--- src/rtl/draw_scheduler.sv ---
// draw_scheduler
//   Arbitrates the shared LCD draw engine between the dino sprite, the cactus
//   sprite and a full-screen redraw raised by game-state changes. Sprite
//   coordinates are snapshotted at grant so they stay stable while the engine
//   draws. One-cycle done pulses feed back to the requesters.
//
//   Optional feature: define DRAW_WATCHDOG_EN to enable a WAIT-state watchdog
//   that forces completion after TIMEOUT cycles and sets sticky timeout_flag.
//
// Ports
//   clk, rst          clock, asynchronous active-low reset
//   state[2:0]        game state (0 IDLE, 1 RUN, 2 OVER, 3 WIN)
//   dino_req          dino redraw request (level, held until done_dino)
//   cactus_req        cactus redraw request (level, held until done_cactus)
//   dino_y, cactus_x  live sprite coordinates
//   eng_done          engine completion pulse
//   eng_start         one-cycle engine start
//   eng_sel[1:0]      job select: 0 none, 1 dino, 2 cactus, 3 full screen
//   dino_y_q, cactus_x_q  coordinate snapshots taken at grant
//   done_dino, done_cactus  one-cycle completion pulses
//   busy              high while a job is in flight (ISSUE/WAIT/ACK)
//   timeout_flag      sticky watchdog flag (0 when watchdog not built)
module draw_scheduler #(
   parameter int                   TIMEOUT_W = 16,
   parameter logic [TIMEOUT_W-1:0] TIMEOUT   = 16'd50000
) (
   input  logic       clk,
   input  logic       rst,
   input  logic [2:0] state,
   input  logic       dino_req,
   input  logic       cactus_req,
   input  logic [7:0] dino_y,
   input  logic [8:0] cactus_x,
   input  logic       eng_done,
   output logic       eng_start,
   output logic [1:0] eng_sel,
   output logic [7:0] dino_y_q,
   output logic [8:0] cactus_x_q,
   output logic       done_dino,
   output logic       done_cactus,
   output logic       busy,
   output logic       timeout_flag
);

   localparam logic [1:0] S_IDLE  = 2'd0;
   localparam logic [1:0] S_ISSUE = 2'd1;
   localparam logic [1:0] S_WAIT  = 2'd2;
   localparam logic [1:0] S_ACK   = 2'd3;

   localparam logic [1:0] SEL_NONE   = 2'd0;
   localparam logic [1:0] SEL_DINO   = 2'd1;
   localparam logic [1:0] SEL_CACTUS = 2'd2;
   localparam logic [1:0] SEL_SCR    = 2'd3;

   localparam logic RR_DINO   = 1'b0;
   localparam logic RR_CACTUS = 1'b1;

   logic [1:0] fsm;
   logic [2:0] state_q;
   logic       scr_pend;
   logic       rr_last;
   logic       wd_expire;
   logic       drop_mode;
   logic [1:0] sprite_pick;

   // Game over / win: sprites are no longer drawn, but requesters must still
   // see a done pulse so they do not stall.
   assign drop_mode = (state == 3'd2) || (state == 3'd3);

   // Tie between sprites goes to whichever was not served last.
   assign sprite_pick = (dino_req && (!cactus_req || rr_last == RR_CACTUS))
                        ? SEL_DINO : SEL_CACTUS;

   assign eng_start   = (fsm == S_ISSUE);
   assign busy        = (fsm != S_IDLE);
   assign done_dino   = (fsm == S_ACK) && (eng_sel == SEL_DINO);
   assign done_cactus = (fsm == S_ACK) && (eng_sel == SEL_CACTUS);

`ifdef DRAW_WATCHDOG_EN
   localparam logic [TIMEOUT_W-1:0] WD_LAST = TIMEOUT - 1'b1;

   logic [TIMEOUT_W-1:0] wd_cnt;
   logic                 wd_flag;

   assign wd_expire    = (fsm == S_WAIT) && (wd_cnt == WD_LAST);
   assign timeout_flag = wd_flag;

   // Counter is cleared in ISSUE so it starts from 0 on entry to WAIT.
   always_ff @(posedge clk or negedge rst) begin
      if (!rst) begin
         wd_cnt  <= '0;
         wd_flag <= 1'b0;
      end else begin
         if (fsm == S_ISSUE)
            wd_cnt <= '0;
         else if (fsm == S_WAIT)
            wd_cnt <= wd_cnt + 1'b1;
         // A real completion on the expiry cycle wins; no flag then.
         if (wd_expire && !eng_done)
            wd_flag <= 1'b1;
      end
   end
`else
   assign wd_expire    = 1'b0;
   assign timeout_flag = 1'b0;
`endif

   always_ff @(posedge clk or negedge rst) begin
      if (!rst) begin
         fsm        <= S_IDLE;
         state_q    <= 3'd0;
         scr_pend   <= 1'b0;
         rr_last    <= RR_CACTUS;
         eng_sel    <= SEL_NONE;
         dino_y_q   <= 8'd0;
         cactus_x_q <= 9'd0;
      end else begin
         state_q <= state;
         // A new state change re-arms the pending flag even while a
         // full-screen job is being acknowledged.
         if (state != state_q)
            scr_pend <= 1'b1;
         else if (fsm == S_ACK && eng_sel == SEL_SCR)
            scr_pend <= 1'b0;

         case (fsm)
            S_IDLE: begin
               if (scr_pend) begin
                  eng_sel    <= SEL_SCR;
                  dino_y_q   <= dino_y;
                  cactus_x_q <= cactus_x;
                  fsm        <= S_ISSUE;
               end else if (dino_req || cactus_req) begin
                  eng_sel    <= sprite_pick;
                  dino_y_q   <= dino_y;
                  cactus_x_q <= cactus_x;
                  fsm        <= drop_mode ? S_ACK : S_ISSUE;
               end
            end
            S_ISSUE: fsm <= S_WAIT;
            S_WAIT: begin
               if (eng_done || wd_expire)
                  fsm <= S_ACK;
            end
            default: begin
               if (eng_sel == SEL_DINO)
                  rr_last <= RR_DINO;
               else if (eng_sel == SEL_CACTUS)
                  rr_last <= RR_CACTUS;
               eng_sel <= SEL_NONE;
               fsm     <= S_IDLE;
            end
         endcase
      end
   end

endmodule

--- config.mk ---
export PLATFORM = sky130hd
export DESIGN_NAME = draw_scheduler
export DESIGN_NICKNAME = d
export VERILOG_FILES = /design/src/rtl/draw_scheduler.sv
export SDC_FILE = /design/constraint.sdc
export NUM_CORES = 1
export LEC_CHECK = 0
export CORE_ASPECT_RATIO = 1.1
export CORE_MARGIN = 2
export CORE_UTILIZATION = 30
export CTS_CLUSTER_DIAMETER = 150
export DETAILED_ROUTE_END_ITERATION = 8
export GPL_TIMING_DRIVEN = 0
export SETUP_SLACK_MARGIN = 0.3
export SLEW_MARGIN = 20
export SYNTH_ARGS = -nofsm -noshare
export SYNTH_HDL_FRONTEND = slang
export SYNTH_SLANG_ARGS = --single-unit
--- constraint.sdc ---
create_clock -name clk -period 2.6 [get_ports clk]
set_input_delay 0.39 -clock clk [delete_from_list [all_inputs] [get_ports clk]]
set_output_delay 0.39 -clock clk [all_outputs]
set_load 0.01 [all_outputs]
==> After elaboration in Yosys (flattened, before gate mapping) <==
Cells that the tools add are included.
{ "totals": {"reg_bits": 26, "input_bits": 25, "out_inout_bits": 24} }
{ "op_classes": {"eq_ne": 11, "n_mux": 17, "n_bitwise": 2, "reduce_logical": 19} }
{ "ops": {"columns": ["cell", "n"], "rows": [
  ["$mux W9", 2],
  ["$mux W8", 2],
  ["$mux W2", 7],
  ["$eq A2 B2 Y1 const B", 4],
  ["$reduce_and A2 Y1", 4],
  ["$reduce_bool A2 Y1", 4],
  ["$eq A3 B2 Y1 const B", 2],
  ["$pmux W2 S3", 1],
  ["$eq A2 B1 Y1 const B", 2],
  ["$logic_and A1 B1 Y1", 4],
  ["$mux W1", 4],
  ["$pmux W2 S2", 1],
  ["$logic_or A1 B1 Y1", 3],
  ["$ne A3 B3 Y1", 1],
  ["$ne A3 B3 Y1 const B", 1],
  ["$reduce_or A3 Y1", 1],
  ["$logic_not A2 Y1", 1],
  ["$ne A2 B2 Y1 const B", 1],
  ["$not A1 Y1", 2],
  ["$reduce_or A2 Y1", 1],
  ["$logic_not A1 Y1", 1]
]} }

==> Depth between registers and ports, before layout <==
Gate-level depths: netlist of run 1.
{ "logic_depth": {"depth_word": 7, "mapped_depth": 6} }

==> Worst setup path before layout of run 1 <==
No wires, ideal clock.
{ "synth_path": {"kind": "flip-flop to flip-flop", "startpoint": "register fsm[0]", "endpoint": "register cactus_x_q[5]", "setup_time_ps": 125, "arrival_time_ps": 1303, "required_time_ps": 2475, "path_slack_ps": 1172, "path_stages_with_launch": 7, "n_path_buf": 2, "synth_period_minus_slack_ps": 1428, "path_cell_list": "dfrtp_1 > inv_1 > ha_1 > nand2b_1 > buf_6 > buf_12 > mux2_4"} }
{ "synth_via": {"elab_chain_cells": 2} }
{ "synth_lines": {"columns": ["element", "line_no", "source"], "rows": [
  ["start: declaration", "58", "logic [1:0] fsm;"],
  ["start signal: assignment", "137", "fsm <= drop_mode ? S_ACK : S_ISSUE;"],
  ["$logic_not A2 Y1", "126", "case (fsm)"],
  ["$reduce_and A2 Y1 (no source line)", null, null],
  ["end signal: assignment", "131", "cactus_x_q <= cactus_x;"],
  ["end signal: assignment", "136", "cactus_x_q <= cactus_x;"],
  ["end: declaration", "38", "output logic [8:0] cactus_x_q,"]
]} }
No other way between the ends.
A chain may end at the register's enable or synchronous reset.

==> Worst setup path after layout of run 1 <==
{ "layout_path": {"startpoint": "register fsm[0]", "endpoint": "output busy"} }
{ "layout_via": {"elab_chain_cells": 1} }
{ "layout_lines": {"columns": ["element", "line_no", "source"], "rows": [
  ["$reduce_bool A2 Y1", "75", "assign busy = (fsm != S_IDLE);"],
  ["end: declaration", "41", "output logic busy,"]
]} }
No other way between the ends.

==> metrics.yaml, run 1 <==
worst_setup_path:
  worstPathArrival_ns: 1.65
  path_buf_inv: 3
  critPathTopFamily: "buffers and inverters"
  reg2reg_from: "fsm[0]$_DFFE_PN0P_"
  critPathMaxFanout: 5
  crit_type: "flip-flop to output pin"
  cpPeakStageDelay_ns: 0.54
  crit_path_top_delay_cell: "clkdlybuf4s50_1"
  start_kind: "flip-flop"
  rrSetupSlack_ns: 1.04
  crit_chain: "inv_1 > ha_1 > inv_1 > clkdlybuf4s50_1"
  cp.required_ns: 2.21
  r2r_end: "dino_y_q[0]$_DFFE_PN0P_"
  cp_common_cell: "inv_1"
  setup.worst_path.end_class: "output pin"
  worst_r2r_path_depth: 6
routing:
  drc: 0
  vias_per_cell: 4.295
  ant_nets: 0
  drtIter0Drc: 43
  wl_per_cell_um: 12.96
  drtPass1Iterations: 2
  vias: 816
  wl_um: 2462
cells_and_area:
  syn_to_final_growth_pct: 49.28
  fin_area_sq_mm: 0.001823
  drive_above_1_share: 0.2029
  antenna_cells: 0
  nets: 171
clocking:
  clk_pin_slew_ns: 0.09
  clk_latency_ns: 0.27
  cts_inserted_buffers: 3
  cts_tree: "done"
  cts_root_buf: "clkbuf_8"
  cts-resized-gates: 0
  cts.path.max_buffers: 2
  cts.sinks: 26
  htree_levels: 1
  postCtsHoldBufs: 0
  post_cts_buffers: 0
place:
  gp_congestion: 0.7652
  placed_cell_area_sq_mm: 0.001752
  io_buffers: 47
  dpl.hpwl_um: 1894
synthesis:
  synth-edff-count: 0
  yosysSeqAreaShare: 0.5338
  synth_common_cells: "25 x dfrtp_1, 10 x mux2_4, 7 x ha_1, 7 x mux2_2, 6 x inv_1"
  ys_seq_elements: 26
  yosysWarnings: 0
  ys_types: 27
  synth_top_area_frac: 0.5123
  ys.flop_type: "dfrtp_1"
  synthesis.nets: 119
  synthTopCellsByArea: "dfrtp_1 51%, mux2_4 12%, ha_1 7.2%"
  yosysTopAreaCell: "dfrtp_1"
  synthArstFlopShare: 1.000
  syn-cell-area_sq_mm: 0.001221
  syn-mean-instance-area_sq_um: 14.04
  syn_inst: 87
  yosysMostFrequentCell: "dfrtp_1"
sta:
  setup_viol: 0
  rsz0062_at_grt: "no"
  finClkSkew_ns: 0.004234
  min_period_ns: 2.045
  slew_headroom: 0.6194
  fin_crit_sh: 0.7865
  setup-tns-final_ns: 0
  slew_violations: 0
  fmax_mhz: 489.0
  hold_viol_final: 0
  worst_slew_pin_slew_ns: 0.5709
floorplanning:
  dieArea_sq_mm: 0.004597
  coreArea_sq_mm: 0.003934
  fp.dieW_um: 64.83
  die_h_um: 70.92
  start_util: 0.3104
  rows: 24
  ioPinCount: 49
global_route:
  grt_pass1_vias: 876
  grt_antenna_before_repair: 0
  grt_max_degree: 27
  grtUsageTotal: 0.1150
  grt_overflow_total: 0
  grt_pass1_wl_um: 4077
pwr:
  p_per_area_mw_per_mm2: 1207
  p_leak_nw: 0.8217
  ir_drop_uv: 501.3
worst_hold_path:
  min_path_type: "input pin to asynchronous set/reset pin"
status:
  status: "complete, no violations"
flow_run:
  cap_violations: 0
sequential cells by signal, indices dropped and copies added (netlist names):
name / count
dino_y_q: 8
rr_last: 1
scr_pend: 1
eng_sel: 2
fsm: 2
state_q: 3
cactus_x_q: 9
routing by layer:
metal  GRT usage  share of wire  routed length, um  vias to the layer above
li1            -              -                  -                      395
met1      0.1360           0.42               1032                      386
met2      0.1924           0.50               1219                       31
met3     0.02067          0.067                166                        4
met4     0.07092          0.018                 44                        0
met5           0              0                  0                        -
report_power, final:
group	switching, mW	total [mW]	internal, mW
Sequential	0.119	0.715	0.596
Combinational	0.429	1.16	0.726
Clock	0.124	0.330	0.206
worst max path at each step:
stage	from	end	slack, ns	cells after the start
floorplan	fsm[0]$_DFFE_PN0P_	cactus_x_q[5]$_DFFE_PN0P_	1.17	6
global placement	cactus_req	cactus_x_q[6]$_DFFE_PN0P_	0.59	6
detailed placement	cactus_req	dino_y_q[3]$_DFFE_PN0P_	0.61	6
CTS	fsm[0]$_DFFE_PN0P_	busy	0.54	4
global route	fsm[1]$_DFFE_PN0P_	done_dino	0.48	3
finish	fsm[0]$_DFFE_PN0P_	busy	0.56	4
per-stage QoR:
stage	total power, mW	std cells	setup WS (ns)	utilization	hold WS [ns]
floorplan	1.382	87	1.172	-	0.09441
global placement	1.855	186	0.5945	0.4466	0.4832
detailed placement	1.891	186	0.6103	0.4453	0.4241
CTS	2.238	190	0.5394	0.4634	0.1197
global route	2.348	190	0.4771	0.4634	0.1395
finish	2.200	190	0.5551	0.4634	0.1030
cells in the final DEF, fill, tap and decap left out:
cell / synthesis / routed
a31oi_1: 2 / 2
buf_6: 1 / 1
inv_1: 6 / 6
buf_2: 0 / 1
ha_1: 7 / 7
nor3_2: 1 / 1
nand3_1: 1 / 1
nor2_1: 1 / 1
nor2b_1: 1 / 1
mux2_4: 10 / 10
o22a_1: 2 / 2
dfstp_2: 1 / 1
bufinv_16: 0 / 1
and4bb_2: 1 / 1
o21bai_1: 2 / 2
nand2b_1: 2 / 2
buf_4: 1 / 1
nand2_1: 3 / 3
or2b_1: 1 / 1
a21oi_1: 2 / 2
mux2i_1: 2 / 2
and2_1: 2 / 2
clkbuf_8: 0 / 3
o21ai_0: 1 / 1
buf_12: 1 / 1
mux2_2: 7 / 7
dfrtp_1: 25 / 25
clkdlybuf4s50_1: 0 / 46
xor2_1: 1 / 1
xnor2_1: 2 / 2
conb_1: 1 / 1
logic make-up (layout without fill, tap and decap cells):
logic type	Yosys count	after routing	share of synthesized area
other cells	1	1	0.003071
compound gates	9	9	0.04917
simple gates	13	13	0.06659
fa+ha+maj	7	7	0.07172
mux	19	19	0.2039
flops	26	26	0.5338
buf+inv	9	60	0.05021
xor+xnor	3	3	0.02152
final cells by class:
| cell class | instances | area, sq um |
|---|---|---|
| inverter | 6 | 22.52 |
| timing repair buffer | 47 | 465.4 |
| sequential | 26 | 651.9 |
| multi-input combinational | 52 | 508.0 |
| buffer | 3 | 38.79 |
| clock inverter | 1 | 30.03 |
| fill | 363 | 2111 |
| tap | 52 | 65.06 |
| clock buffer | 3 | 41.29 |
No activity file was read; power rests on OpenSTA's default activity.
==> run 2, diff against run 1 <==
==> constraint.sdc (replaced) <==
create_clock -name clk -period 2.1 [get_ports clk]
set_input_delay 0.315 -clock clk [delete_from_list [all_inputs] [get_ports clk]]
set_output_delay 0.315 -clock clk [all_outputs]
set_load 0.01 [all_outputs]
==> run 2 against run 1 <==
  * Worst hold slack worse by 0.072 ns
  * Routed wire length up 6.3%
  * Non-clock buffer count up 8
  * Clock-buffer cell count unchanged
  * Register-to-register slack worse by 0.49 ns
  * First-iteration DRC count down 21%
  * Combinational power up 34%
  * Sequential power up 23%
  * Largest cell class unchanged
  * Largest power group unchanged
==> metrics.yaml, run 2 (same netlist as run 1, synthesis figures left out) <==
status:
  status: "complete, no violations"
cells_and_area:
  fin_util: 0.4825
  layout_common_cells: "42 x clkdlybuf4s50_1, 25 x dfrtp_1, 10 x mux2_4, 9 x buf_4, 7 x mux2_2"
  syn_to_final_growth_pct: 55.43
  regMostFlops: "cactus_x_q"
  largest_reg_flops: 9
  layout_commonest_cell: "clkdlybuf4s50_1"
  antenna_cells: 0
  largestRegisters: "cactus_x_q: 9 flops, dino_y_q: 8 flops, state_q: 3 flops"
  fin_area_sq_mm: 0.001898
  nFillCells: 367
  nets: 179
  drive_above_1_share: 0.2603
  final_cells: 198
sta:
  fmax_mhz: 583.0
  worst_slew_pin_slew_ns: 0.5747
  slew_headroom: 0.6168
  rsz0062_at_grt: "no"
  hold_viol_final: 0
  setup-tns-final_ns: 0
  timing.final.ws_setup_ns: 0.3847
  fin_crit_sh: 0.8168
  finClkSkew_ns: 0.004347
  timing.hold.ws_ns: 0.03121
  setup_viol: 0
  slew_violations: 0
  min_period_ns: 1.715
routing:
  vias_per_cell: 4.258
  drtPass1Iterations: 2
  wl_per_cell_um: 13.22
  wl_um: 2617
  drtIter0Drc: 34
  drc: 0
  vias: 843
  ant_nets: 0
floorplanning:
  coreArea_sq_mm: 0.003934
  start_util: 0.3104
  rows: 24
  dieArea_sq_mm: 0.004597
  fp.dieW_um: 64.83
  ioPinCount: 49
  die_h_um: 70.92
worst_setup_path:
  crit_chain: "inv_1 > ha_2 > inv_1 > dlygate4sd2_1"
  crit_path_top_delay_cell: "dfrtp_1"
  cp.required_ns: 1.78
  cp_common_cell: "inv_1"
  start_kind: "flip-flop"
  critPathMaxFanout: 5
  cpPeakStageDelay_ns: 0.43
  rrSetupSlack_ns: 0.55
  worst_r2r_path_depth: 6
  reg2reg_from: "fsm[1]$_DFFE_PN0P_"
  setup.worst_path.end_class: "output pin"
  r2r_end: "dino_y_q[0]$_DFFE_PN0P_"
  crit_type: "flip-flop to output pin"
  worstPathArrival_ns: 1.40
clocking:
  cts_root_buf: "clkbuf_8"
  cts.path.max_buffers: 2
  clk_latency_ns: 0.27
  clk_pin_slew_ns: 0.09
  cts_inserted_buffers: 3
  cts_tree: "done"
  cts.sinks: 26
  htree_levels: 1
global_route:
  grt_max_degree: 27
  grt_pass1_wl_um: 4250
  grtUsageTotal: 0.1204
  grt_pass1_vias: 907
  grt_antenna_before_repair: 0
  grt_overflow_total: 0
place:
  dpl.hpwl_um: 1894
  gp_congestion: 0.7652
  placed_cells: 186
  io_buffers: 47
  placed_cell_area_sq_mm: 0.001752
  dp_slack_ns: 0.1853
flow_run:
  cap_violations: 0
worst_hold_path:
  min_path_type: "input pin to asynchronous set/reset pin"
pwr:
  ir_drop_uv: 629.2
  totalPowerFinal_mw: 2.850
  p_leak_nw: 0.8789
  p_per_area_mw_per_mm2: 1502
[run 2: changes by cell type in the layout (fill, tap and decap cells not counted), sizes merged]
| cell | before | now |
|---|---|---|
| buf | 4 | 12 |
| clkdlybuf4s15 | 0 | 1 |
| clkdlybuf4s50 | 46 | 42 |
| dlygate4sd2 | 0 | 2 |
| dlymetal6s2s | 0 | 1 |
[run 2: metal layers]
| metal | share of wire | wire [um] | up-vias | GRT usage |
|---|---|---|---|---|
| met5 | 0 | 0 | - | 0 |
| met4 | 0.017 | 44 | 0 | 0.06619 |
| met3 | 0.065 | 171 | 4 | 0.02067 |
| met2 | 0.51 | 1339 | 31 | 0.2073 |
| met1 | 0.41 | 1061 | 399 | 0.1411 |
| li1 | - | - | 409 | - |
[run 2: how the worst max path moves through the flow]
stage	start	endpoint	slack (ns)	cells after the start
after floorplan	fsm[0]$_DFFE_PN0P_	cactus_x_q[5]$_DFFE_PN0P_	0.67	6
after detailed placement	cactus_req	dino_y_q[3]$_DFFE_PN0P_	0.19	6
after global routing	fsm[0]$_DFFE_PN0P_	busy	0.32	4
after global placement	cactus_req	cactus_x_q[6]$_DFFE_PN0P_	0.17	6
after CTS	fsm[1]$_DFFE_PN0P_	eng_start	0.27	3
final	fsm[1]$_DFFE_PN0P_	busy	0.38	4
[run 2: layout make-up]
class | instances | area [sq um] | share of cell area
Inverter | 6 | 22.52 | 0.01187
Buffer | 3 | 38.79 | 0.02044
Clock buffer | 3 | 41.29 | 0.02175
Tap cell | 52 | 65.06 | 0.03428
Multi-Input combinational cell | 52 | 523.0 | 0.2755
Timing Repair Buffer | 55 | 525.5 | 0.2769
Clock inverter | 1 | 30.03 | 0.01582
Sequential cell | 26 | 651.9 | 0.3434
[run 2: critical path: cells and delay by family (launching register included)]
kind       cells  cell delay [ns]
fa+ha+maj      1             0.22
buf+inv        3             0.47
flops          1             0.43
[run 2: repair_timing]
| item | in CTS | in global routing |
|---|---|---|
| resized for setup | 5 | 3 |
| buffers inserted | 6 | 2 |
| pin swaps | 1 | 0 |
| setup endpoints to repair | 3 | 3 |
| hold buffers | 0 | 0 |
[run 2: power by group]
group	internal (mW)	total (mW)	switching, mW
registers	0.738	0.877	0.139
clock network	0.255	0.409	0.154
logic	0.984	1.56	0.580
total	1.98	2.85	0.873
